==> src/rtl/operand_stack_ctrl_if.sv <==
// Bus bundle between the operand stack controller, its requester and the
// 512x16 data memory.
// master : the stack controller (consumes requests, initiates memory accesses)
// slave  : the environment (control unit / ALU sequencer plus the data memory)
//
// Handshake: REQ/OP/DIN are sampled on a posedge only while BUSY=0; BUSY rises
// the cycle after acceptance and stays high through the single-cycle DONE
// pulse; ERR and DOUT are meaningful while DONE=1.
interface operand_stack_ctrl_if #(
  parameter int AW = 9,
  parameter int DW = 16
);
  logic                 REQ;
  logic [2:0]           OP;
  logic signed [DW-1:0] DIN;
  logic                 BUSY;
  logic                 DONE;
  logic                 ERR;
  logic signed [DW-1:0] DOUT;
  logic [AW:0]          COUNT;
  logic                 FULL;
  logic                 EMPTY;
  logic                 MEM_EN;
  logic [AW-1:0]        MEM_ADDR;
  logic signed [DW-1:0] MEM_IN;
  logic signed [DW-1:0] MEM_OUT;

  modport master (
    input  REQ, OP, DIN, MEM_OUT,
    output BUSY, DONE, ERR, DOUT, COUNT, FULL, EMPTY, MEM_EN, MEM_ADDR, MEM_IN
  );

  modport slave (
    output REQ, OP, DIN, MEM_OUT,
    input  BUSY, DONE, ERR, DOUT, COUNT, FULL, EMPTY, MEM_EN, MEM_ADDR, MEM_IN
  );
endinterface

==> src/rtl/operand_stack_ctrl.sv <==
// RPN operand stack controller for the calculator data memory.
// The stack grows upward from BASE; the top element sits at BASE+COUNT-1.
// Every operation runs IDLE -> A1..A4 (one memory access each) -> FIN.
// Memory controls are decoded only from the registered state and latched
// operands so they are stable from posedge through the write negedge.
module operand_stack_ctrl #(
  parameter int AW    = 9,
  parameter int DW    = 16,
  parameter int BASE  = 0,
  parameter int DEPTH = 512
) (
  input  logic                  CLK,
  input  logic                  RST,
  operand_stack_ctrl_if.master  bus,
  output logic [2:0]            DBG_STATE
);

  typedef enum logic [2:0] {
    IDLE = 3'd0,
    A1   = 3'd1,
    A2   = 3'd2,
    A3   = 3'd3,
    A4   = 3'd4,
    FIN  = 3'd5
  } state_t;

  localparam logic [2:0] OP_NOP   = 3'b000;
  localparam logic [2:0] OP_PUSH  = 3'b001;
  localparam logic [2:0] OP_POP   = 3'b010;
  localparam logic [2:0] OP_PEEK  = 3'b011;
  localparam logic [2:0] OP_SWAP  = 3'b100;
  localparam logic [2:0] OP_DUP   = 3'b101;
  localparam logic [2:0] OP_CLEAR = 3'b110;

  localparam logic [AW:0] BASE_W  = (AW+1)'(BASE);
  localparam logic [AW:0] DEPTH_W = (AW+1)'(DEPTH);
  localparam logic [AW:0] ONE     = (AW+1)'(1);
  localparam logic [AW:0] TWO     = (AW+1)'(2);

  state_t               state_q, state_d;
  logic [2:0]           op_q;
  logic signed [DW-1:0] din_q;
  logic signed [DW-1:0] tmp_a;
  logic signed [DW-1:0] tmp_b;
  logic signed [DW-1:0] dout_q;
  logic [AW:0]          count_q;
  logic                 err_q;

  logic                 full, empty;
  logic                 err_c;
  logic                 mem_en_c;
  logic [AW:0]          addr_w;
  logic signed [DW-1:0] mem_in_c;
  logic                 unused_addr_msb;

  // Stack pointers in AW+1 bits; the FULL/EMPTY checks keep them in range.
  logic [AW:0] push_ptr, top_ptr, sec_ptr;
  assign push_ptr = BASE_W + count_q;
  assign top_ptr  = BASE_W + count_q - ONE;
  assign sec_ptr  = BASE_W + count_q - TWO;

  assign full  = (count_q == DEPTH_W);
  assign empty = (count_q == '0);

  // State register; async reset aborts any operation in flight.
  always_ff @(posedge CLK or negedge RST) begin
    if (!RST) state_q <= IDLE;
    else      state_q <= state_d;
  end

  // Next-state, request validation and memory-access decode.
  always_comb begin
    state_d  = state_q;
    err_c    = 1'b0;
    mem_en_c = 1'b0;
    addr_w   = '0;
    mem_in_c = '0;
    case (state_q)
      IDLE: begin
        if (bus.REQ) begin
          case (bus.OP)
            OP_NOP:   err_c = 1'b0;
            OP_CLEAR: err_c = 1'b0;
            OP_PUSH:  err_c = full;
            OP_POP:   err_c = empty;
            OP_PEEK:  err_c = empty;
            OP_DUP:   err_c = full | empty;
            OP_SWAP:  err_c = (count_q < TWO);
            default:  err_c = 1'b1;
          endcase
          if (err_c || bus.OP == OP_NOP || bus.OP == OP_CLEAR) state_d = FIN;
          else                                                 state_d = A1;
        end
      end
      A1: begin
        case (op_q)
          OP_PUSH: begin
            mem_en_c = 1'b1;
            addr_w   = push_ptr;
            mem_in_c = din_q;
            state_d  = FIN;
          end
          OP_POP, OP_PEEK: begin
            addr_w  = top_ptr;
            state_d = FIN;
          end
          OP_DUP, OP_SWAP: begin
            addr_w  = top_ptr;
            state_d = A2;
          end
          default: state_d = FIN;
        endcase
      end
      A2: begin
        if (op_q == OP_DUP) begin
          mem_en_c = 1'b1;
          addr_w   = push_ptr;
          mem_in_c = tmp_a;
          state_d  = FIN;
        end else begin
          addr_w  = sec_ptr;
          state_d = A3;
        end
      end
      A3: begin
        mem_en_c = 1'b1;
        addr_w   = sec_ptr;
        mem_in_c = tmp_a;
        state_d  = A4;
      end
      A4: begin
        mem_en_c = 1'b1;
        addr_w   = top_ptr;
        mem_in_c = tmp_b;
        state_d  = FIN;
      end
      FIN:     state_d = IDLE;
      default: state_d = IDLE;
    endcase
  end

  // Operand latch, read capture, stack count and result register.
  always_ff @(posedge CLK or negedge RST) begin
    if (!RST) begin
      op_q    <= OP_NOP;
      din_q   <= '0;
      tmp_a   <= '0;
      tmp_b   <= '0;
      dout_q  <= '0;
      count_q <= '0;
      err_q   <= 1'b0;
    end else begin
      case (state_q)
        IDLE: begin
          if (bus.REQ) begin
            op_q  <= bus.OP;
            din_q <= bus.DIN;
            err_q <= err_c;
            if (bus.OP == OP_CLEAR) count_q <= '0;
          end
        end
        A1: begin
          case (op_q)
            OP_PUSH: count_q <= count_q + ONE;
            OP_POP: begin
              dout_q  <= bus.MEM_OUT;
              count_q <= count_q - ONE;
            end
            OP_PEEK:         dout_q <= bus.MEM_OUT;
            OP_DUP, OP_SWAP: tmp_a  <= bus.MEM_OUT;
            default: ;
          endcase
        end
        A2: begin
          if (op_q == OP_DUP) begin
            dout_q  <= tmp_a;
            count_q <= count_q + ONE;
          end else begin
            tmp_b <= bus.MEM_OUT;
          end
        end
        A4:      dout_q <= tmp_b;
        default: ;
      endcase
    end
  end

  assign unused_addr_msb = addr_w[AW];

  assign bus.BUSY     = (state_q != IDLE);
  assign bus.DONE     = (state_q == FIN);
  assign bus.ERR      = (state_q == FIN) & err_q;
  assign bus.DOUT     = dout_q;
  assign bus.COUNT    = count_q;
  assign bus.FULL     = full;
  assign bus.EMPTY    = empty;
  assign bus.MEM_EN   = mem_en_c;
  assign bus.MEM_ADDR = addr_w[AW-1:0];
  assign bus.MEM_IN   = mem_in_c;
  assign DBG_STATE    = state_q;

endmodule

==> src/flat_wrapper.sv <==
// flat-port wrapper written by rule: the top's interface ports become plain ports
module operand_stack_ctrl_flat 
#(
  parameter int AW    = 9,
  parameter int DW    = 16,
  parameter int BASE  = 0,
  parameter int DEPTH = 512
)
  (CLK, RST, DBG_STATE, bus_REQ, bus_OP, bus_DIN, bus_MEM_OUT, bus_BUSY, bus_DONE, bus_ERR, bus_DOUT, bus_COUNT, bus_FULL, bus_EMPTY, bus_MEM_EN, bus_MEM_ADDR, bus_MEM_IN);
  operand_stack_ctrl_if #(.AW(AW), .DW(DW)) bus_i ();
  input  logic CLK;
  input  logic RST;
  output logic [2:0] DBG_STATE;
  input wire logic [$bits(bus_i.REQ)-1:0] bus_REQ;
  input wire logic [$bits(bus_i.OP)-1:0] bus_OP;
  input wire logic [$bits(bus_i.DIN)-1:0] bus_DIN;
  input wire logic [$bits(bus_i.MEM_OUT)-1:0] bus_MEM_OUT;
  output wire logic [$bits(bus_i.BUSY)-1:0] bus_BUSY;
  output wire logic [$bits(bus_i.DONE)-1:0] bus_DONE;
  output wire logic [$bits(bus_i.ERR)-1:0] bus_ERR;
  output wire logic [$bits(bus_i.DOUT)-1:0] bus_DOUT;
  output wire logic [$bits(bus_i.COUNT)-1:0] bus_COUNT;
  output wire logic [$bits(bus_i.FULL)-1:0] bus_FULL;
  output wire logic [$bits(bus_i.EMPTY)-1:0] bus_EMPTY;
  output wire logic [$bits(bus_i.MEM_EN)-1:0] bus_MEM_EN;
  output wire logic [$bits(bus_i.MEM_ADDR)-1:0] bus_MEM_ADDR;
  output wire logic [$bits(bus_i.MEM_IN)-1:0] bus_MEM_IN;
  assign bus_i.REQ = bus_REQ;
  assign bus_i.OP = bus_OP;
  assign bus_i.DIN = bus_DIN;
  assign bus_i.MEM_OUT = bus_MEM_OUT;
  assign bus_BUSY = bus_i.BUSY;
  assign bus_DONE = bus_i.DONE;
  assign bus_ERR = bus_i.ERR;
  assign bus_DOUT = bus_i.DOUT;
  assign bus_COUNT = bus_i.COUNT;
  assign bus_FULL = bus_i.FULL;
  assign bus_EMPTY = bus_i.EMPTY;
  assign bus_MEM_EN = bus_i.MEM_EN;
  assign bus_MEM_ADDR = bus_i.MEM_ADDR;
  assign bus_MEM_IN = bus_i.MEM_IN;
  operand_stack_ctrl #(.AW(AW), .DW(DW), .BASE(BASE), .DEPTH(DEPTH)) u_core (.CLK(CLK), .RST(RST), .bus(bus_i), .DBG_STATE(DBG_STATE));
endmodule
==> config.mk <==
export PLATFORM = sky130hd
export DESIGN_NAME = operand_stack_ctrl_flat
export DESIGN_NICKNAME = d
export VERILOG_FILES = /design/src/rtl/operand_stack_ctrl_if.sv /design/src/rtl/operand_stack_ctrl.sv /design/src/flat_wrapper.sv
export SDC_FILE = /design/constraint.sdc
export NUM_CORES = 1
export LEC_CHECK = 0
export CORE_UTILIZATION = 50
export DETAILED_ROUTE_END_ITERATION = 8
export PLACE_DENSITY = 0.79
export RECOVER_POWER = 50
export SLEW_MARGIN = 20
export SYNTH_ARGS = -nofsm -noshare
export SYNTH_HDL_FRONTEND = slang
export SYNTH_SLANG_ARGS = --single-unit
==> constraint.sdc <==
create_clock -name CLK -period 3.9 [get_ports CLK]
set_input_delay 0.975 -clock CLK [delete_from_list [all_inputs] [get_ports CLK]]
set_output_delay 0.975 -clock CLK [all_outputs]
set_load 0.005 [all_outputs]
==> out/qor_table.md <==
| Item | This run | Unit |
| --- | --- | --- |
| FF-to-FF End | u_core.din_q[1]$_DFFE_PN0P_ | - |
| Post-place instance area | 6130 | sq um |
| Mapped Nets | 582 | - |
| Initial standard-cell utilization of the core | 0.517 | - |
| Internal reg-to-reg setup slack | 960 | ps |
| Number of antenna repair diodes | 0 | - |
| Total Negative Setup Slacks | 0 | ps |
| Netlist area before placement | 5080 | sq um |
| First element of the critical path | u_core.bus.COUNT[1]$_DFFE_PN0P_ | - |
| DIE WIDTH | 103 | um |
| Synthesized instance count | 538 | - |
| Largest net degree at the start of global routing | 39 | - |
| Die Outline Area | 10600 | sq um |
| Average cell area after synthesis | 9.44 | sq um |
| Clock sink count | 81 | - |
| Startpoint kind of the worst setup timing path | flop | - |
| Final hold violations | 0 | - |
| Post-route cell area | 6330 | sq um |
| Final setup margin | 155 | ps |
| DRC violation count after routing | 0 | - |
| Leak Pwr | 0.00262 | uW |
| RSZ-0062 raised after global routing | yes | - |
| Number of fillers in the final layout | 812 | - |
| Sequential share of power | 0.310 | - |
| Clock tree root driver cell | sky130_fd_sc_hd__clkbuf_8 | - |
| Leading post-synthesis cells by cell area | sky130_fd_sc_hd__dfrtp_1 (40%), sky130_fd_sc_hd__mux2_2 (10%), sky130_fd_sc_hd__nor2_1 (4.7%), sky130_fd_sc_hd__mux2i_1 (3.7%), sky130_fd_sc_hd__a222oi_1 (3.2%) | - |
| Critical Path RT | 2920 | ps |
| Number of global-route vias before repair | 4409 | - |
| Tot GR Track Use | 0.283 | - |
| WL per Instance | 18.7 | um |
| First-pass GRT wire length | 22700 | um |
| Number of cells on the worst hold path | 1 | - |
| Critical Path End Type | output port | - |
| CTS tree | built | - |
| Sum of overflow across all layers after global routing | 0 | - |
| TritonCTS buffer count | 9 | - |
| Sequential cell area in the final layout | 2030 | sq um |
| Sequential share of the synthesized area | 0.399 | - |
| Failing checks | max-capacitance violations, max-slew violations | - |
| Top-level I/O count | 98 | - |
| Cell with the most instances after synthesis | sky130_fd_sc_hd__dfrtp_1 | - |
| Clock tree buffer depth | 2 | - |
| Logic pwr share | 0.579 | - |
| Share of layout cells above drive strength 1 | 0.161 | - |
| Number of slew-limit violations in the final report | 34 | - |
| Antenna violations before repair | 0 | - |
| Vias per cell | 6.08 | - |
| Clock transition at the register clock pins on the worst setup and hold paths after CTS | 90 | ps |
| Total wirelength of the detailed-routed design | 14100 | um |
| Switch share | 0.422 | - |
| Total setup violations reported at the end of the flow | 0 | - |
| Most used standard cells in the synthesized netlist | sky130_fd_sc_hd__dfrtp_1 (81), sky130_fd_sc_hd__nor2_1 (63), sky130_fd_sc_hd__mux2_2 (47) | - |
| Number of iterations in the first detailed-routing pass | 5 | - |
| Overall via count from detail_route | 4594 | - |
| Maximum VDD drop | 0.416 | mV |
| P per Cell Area | 888 | nW/um^2 |
| Yosys synthesis warning count | 0 | - |
| Combined area of the multi-input logic cells | 2680 | sq um |
| Portion of synthesized cell area occupied by the leading cell type | 0.399 | - |
| Count of nets left with antenna violations after detail routing | 0 | - |
| Pre-CTS setup slack | 464 | ps |
| Register bit total from synthesis | 81 | - |
| Distinct cells, synth | 58 | - |
| Dpl hpwl | 9630 | um |
| Highest achievable clock rate | 267 | MHz |
| Async set-or-reset flop fraction in the synthesized netlist | 1.00 | - |
| End point of the critical path | bus_MEM_ADDR[7] | - |
| Critical R2R Launch | u_core.DBG_STATE[2]$_DFFE_PN0P_ | - |
| Worst-case headroom to the max-slew limit | -0.258 | - |
| Final critical-path share of the clock period | 0.960 | - |
| Number of max-cap violations | 1 | - |
| Count of input and output buffers | 97 | - |
| Clock Latency Late Sink | 350 | ps |
| Vert. Die Dim | 103 | um |
| Number of rows created at floorplan | 36 | - |
| Initial DRC count | 327 | - |
| Clock network fraction of total power | 0.111 | - |
| Routability congestion estimate | 0.862 | - |
| Crit path kind | flop to output port | - |
| Clock skew after layout | 7.26 | ps |
| Arrival time reported for the critical path endpoint | 2770 | ps |
| Net switching power | 2370 | uW |
| P_int | 3250 | uW |
| Fin crit period | 3750 | ps |
| Run status | complete, but fails checks | - |
| Max FO, Critical Path | 8 | - |
| H-Tree Level Count | 3 | - |
| Actual slew at the worst max-slew pin | 1890 | ps |
| Layout net count | 662 | - |
| Most used flip-flop cell after synthesis | sky130_fd_sc_hd__dfrtp_1 | - |
| Worst reg-to-reg path cell count | 5 | - |
| Class of the tightest hold or removal check | flop to flop | - |
| Post-synth EDFFs | 0 | - |
| Utilization of the core after routing | 0.645 | - |
| Synth-to-layout area growth | 24.7 | % |
| Largest area contributor in the netlist | sky130_fd_sc_hd__dfrtp_1 | - |
| Core box area | 9820 | sq um |
-- stage by stage --
stage / total power, uW / std cells / hold slack [ps]
after detailed placement: 4970 / 739 / 485
after global routing: 6030 / 755 / 511
after global placement: 4880 / 739 / 471
after floorplan: 3700 / 538 / 459
final: 5620 / 755 / 500
after CTS: 5620 / 754 / 504
-- how the worst min path moves through the flow --
stage,from,endpoint,slack [ps]
global placement,u_core.din_q[15]$_DFFE_PN0P_,u_core.din_q[15]$_DFFE_PN0P_,470
finish,u_core.din_q[3]$_DFFE_PN0P_,u_core.din_q[3]$_DFFE_PN0P_,500
global route,u_core.din_q[3]$_DFFE_PN0P_,u_core.din_q[3]$_DFFE_PN0P_,510
CTS,u_core.din_q[3]$_DFFE_PN0P_,u_core.din_q[3]$_DFFE_PN0P_,500
detailed placement,u_core.din_q[3]$_DFFE_PN0P_,u_core.din_q[3]$_DFFE_PN0P_,490
floorplan,u_core.din_q[15]$_DFFE_PN0P_,u_core.din_q[15]$_DFFE_PN0P_,460
-- kinds of logic after synthesis --
kind of cell               Yosys count  synth area share
DFF                                 81             0.399
muxes                               71             0.153
buffers and inverters               89            0.0749
and+or+nand+nor                    149             0.142
AOI/OAI and AO/OA                  140             0.213
adders and majority gates            6            0.0148
xor gates and xnor gates             2           0.00345
-- state kept, by name, indices dropped and copies added (netlist names) --
name,cells
u_core.bus.DOUT,16
u_core.bus.COUNT,10
u_core.din_q,16
u_core.DBG_STATE,3
u_core.err_q,1
u_core.tmp_b,16
u_core.op_q,3
u_core.tmp_a,16
-- power by group through the flow --
stage / Clock (uW) / Combinational, uW / Sequential, uW
2_1_floorplan: 0 / 2160 / 1540
3_3_place_gp: 0 / 3160 / 1720
3_5_place_dp: 0 / 3240 / 1740
4_1_cts: 627 / 3260 / 1730
5_1_grt: 671 / 3550 / 1800
6_report: 623 / 3250 / 1740
-- layout make-up --
cell class	count	area share
Clock buffer	10	0.0217
Tap cell	133	0.0263
Clock inverter	5	0.00889
Inverter	42	0.0249
Sequential cell	81	0.321
Timing Repair Buffer	116	0.174
Multi-Input combinational cell	368	0.423
-- cells in the final DEF (no fill, tap or decap), types with 6 or more instances in the layout --
master / instances
sky130_fd_sc_hd__a21oi_1: 23
sky130_fd_sc_hd__a221oi_1: 6
sky130_fd_sc_hd__a222oi_1: 16
sky130_fd_sc_hd__a31oi_1: 9
sky130_fd_sc_hd__buf_4: 15
sky130_fd_sc_hd__clkbuf_8: 10
sky130_fd_sc_hd__clkdlybuf4s50_1: 84
sky130_fd_sc_hd__dfrtp_1: 76
sky130_fd_sc_hd__dlygate4sd3_1: 12
sky130_fd_sc_hd__ha_1: 6
sky130_fd_sc_hd__inv_1: 41
sky130_fd_sc_hd__mux2_2: 47
sky130_fd_sc_hd__mux2i_1: 19
sky130_fd_sc_hd__nand2_1: 30
sky130_fd_sc_hd__nand3_1: 7
sky130_fd_sc_hd__nor2_1: 63
sky130_fd_sc_hd__nor3_1: 11
sky130_fd_sc_hd__o211ai_1: 17
sky130_fd_sc_hd__o21ai_0: 9
sky130_fd_sc_hd__o221ai_1: 18
-- per-layer routing --
layer | track usage | wire length, um | part of all wire
met1 | 0.372 | 6030 | 0.43
met2 | 0.469 | 6890 | 0.49
met3 | 0.0576 | 922 | 0.065
met4 | 0.0921 | 255 | 0.018
met5 | 0 | 0 | 0
-- repair_timing --
item                                    4_1_cts  5_1_grt
hold buffers                                  0        0
resized for setup                             0        7
endpoints found under the setup margin        0       21
buffers inserted                              0        1
-- critical path, cell delays in order (launching register included) --
cell and delay, ps:
sky130_fd_sc_hd__dfrtp_2 490, sky130_fd_sc_hd__inv_2 120, sky130_fd_sc_hd__ha_1 250, sky130_fd_sc_hd__nor3b_1 450, sky130_fd_sc_hd__nand2_1 170, sky130_fd_sc_hd__xnor2_1 160, sky130_fd_sc_hd__a221o_1 340, sky130_fd_sc_hd__clkdlybuf4s50_1 440
(Power assumes the default switching activity.)
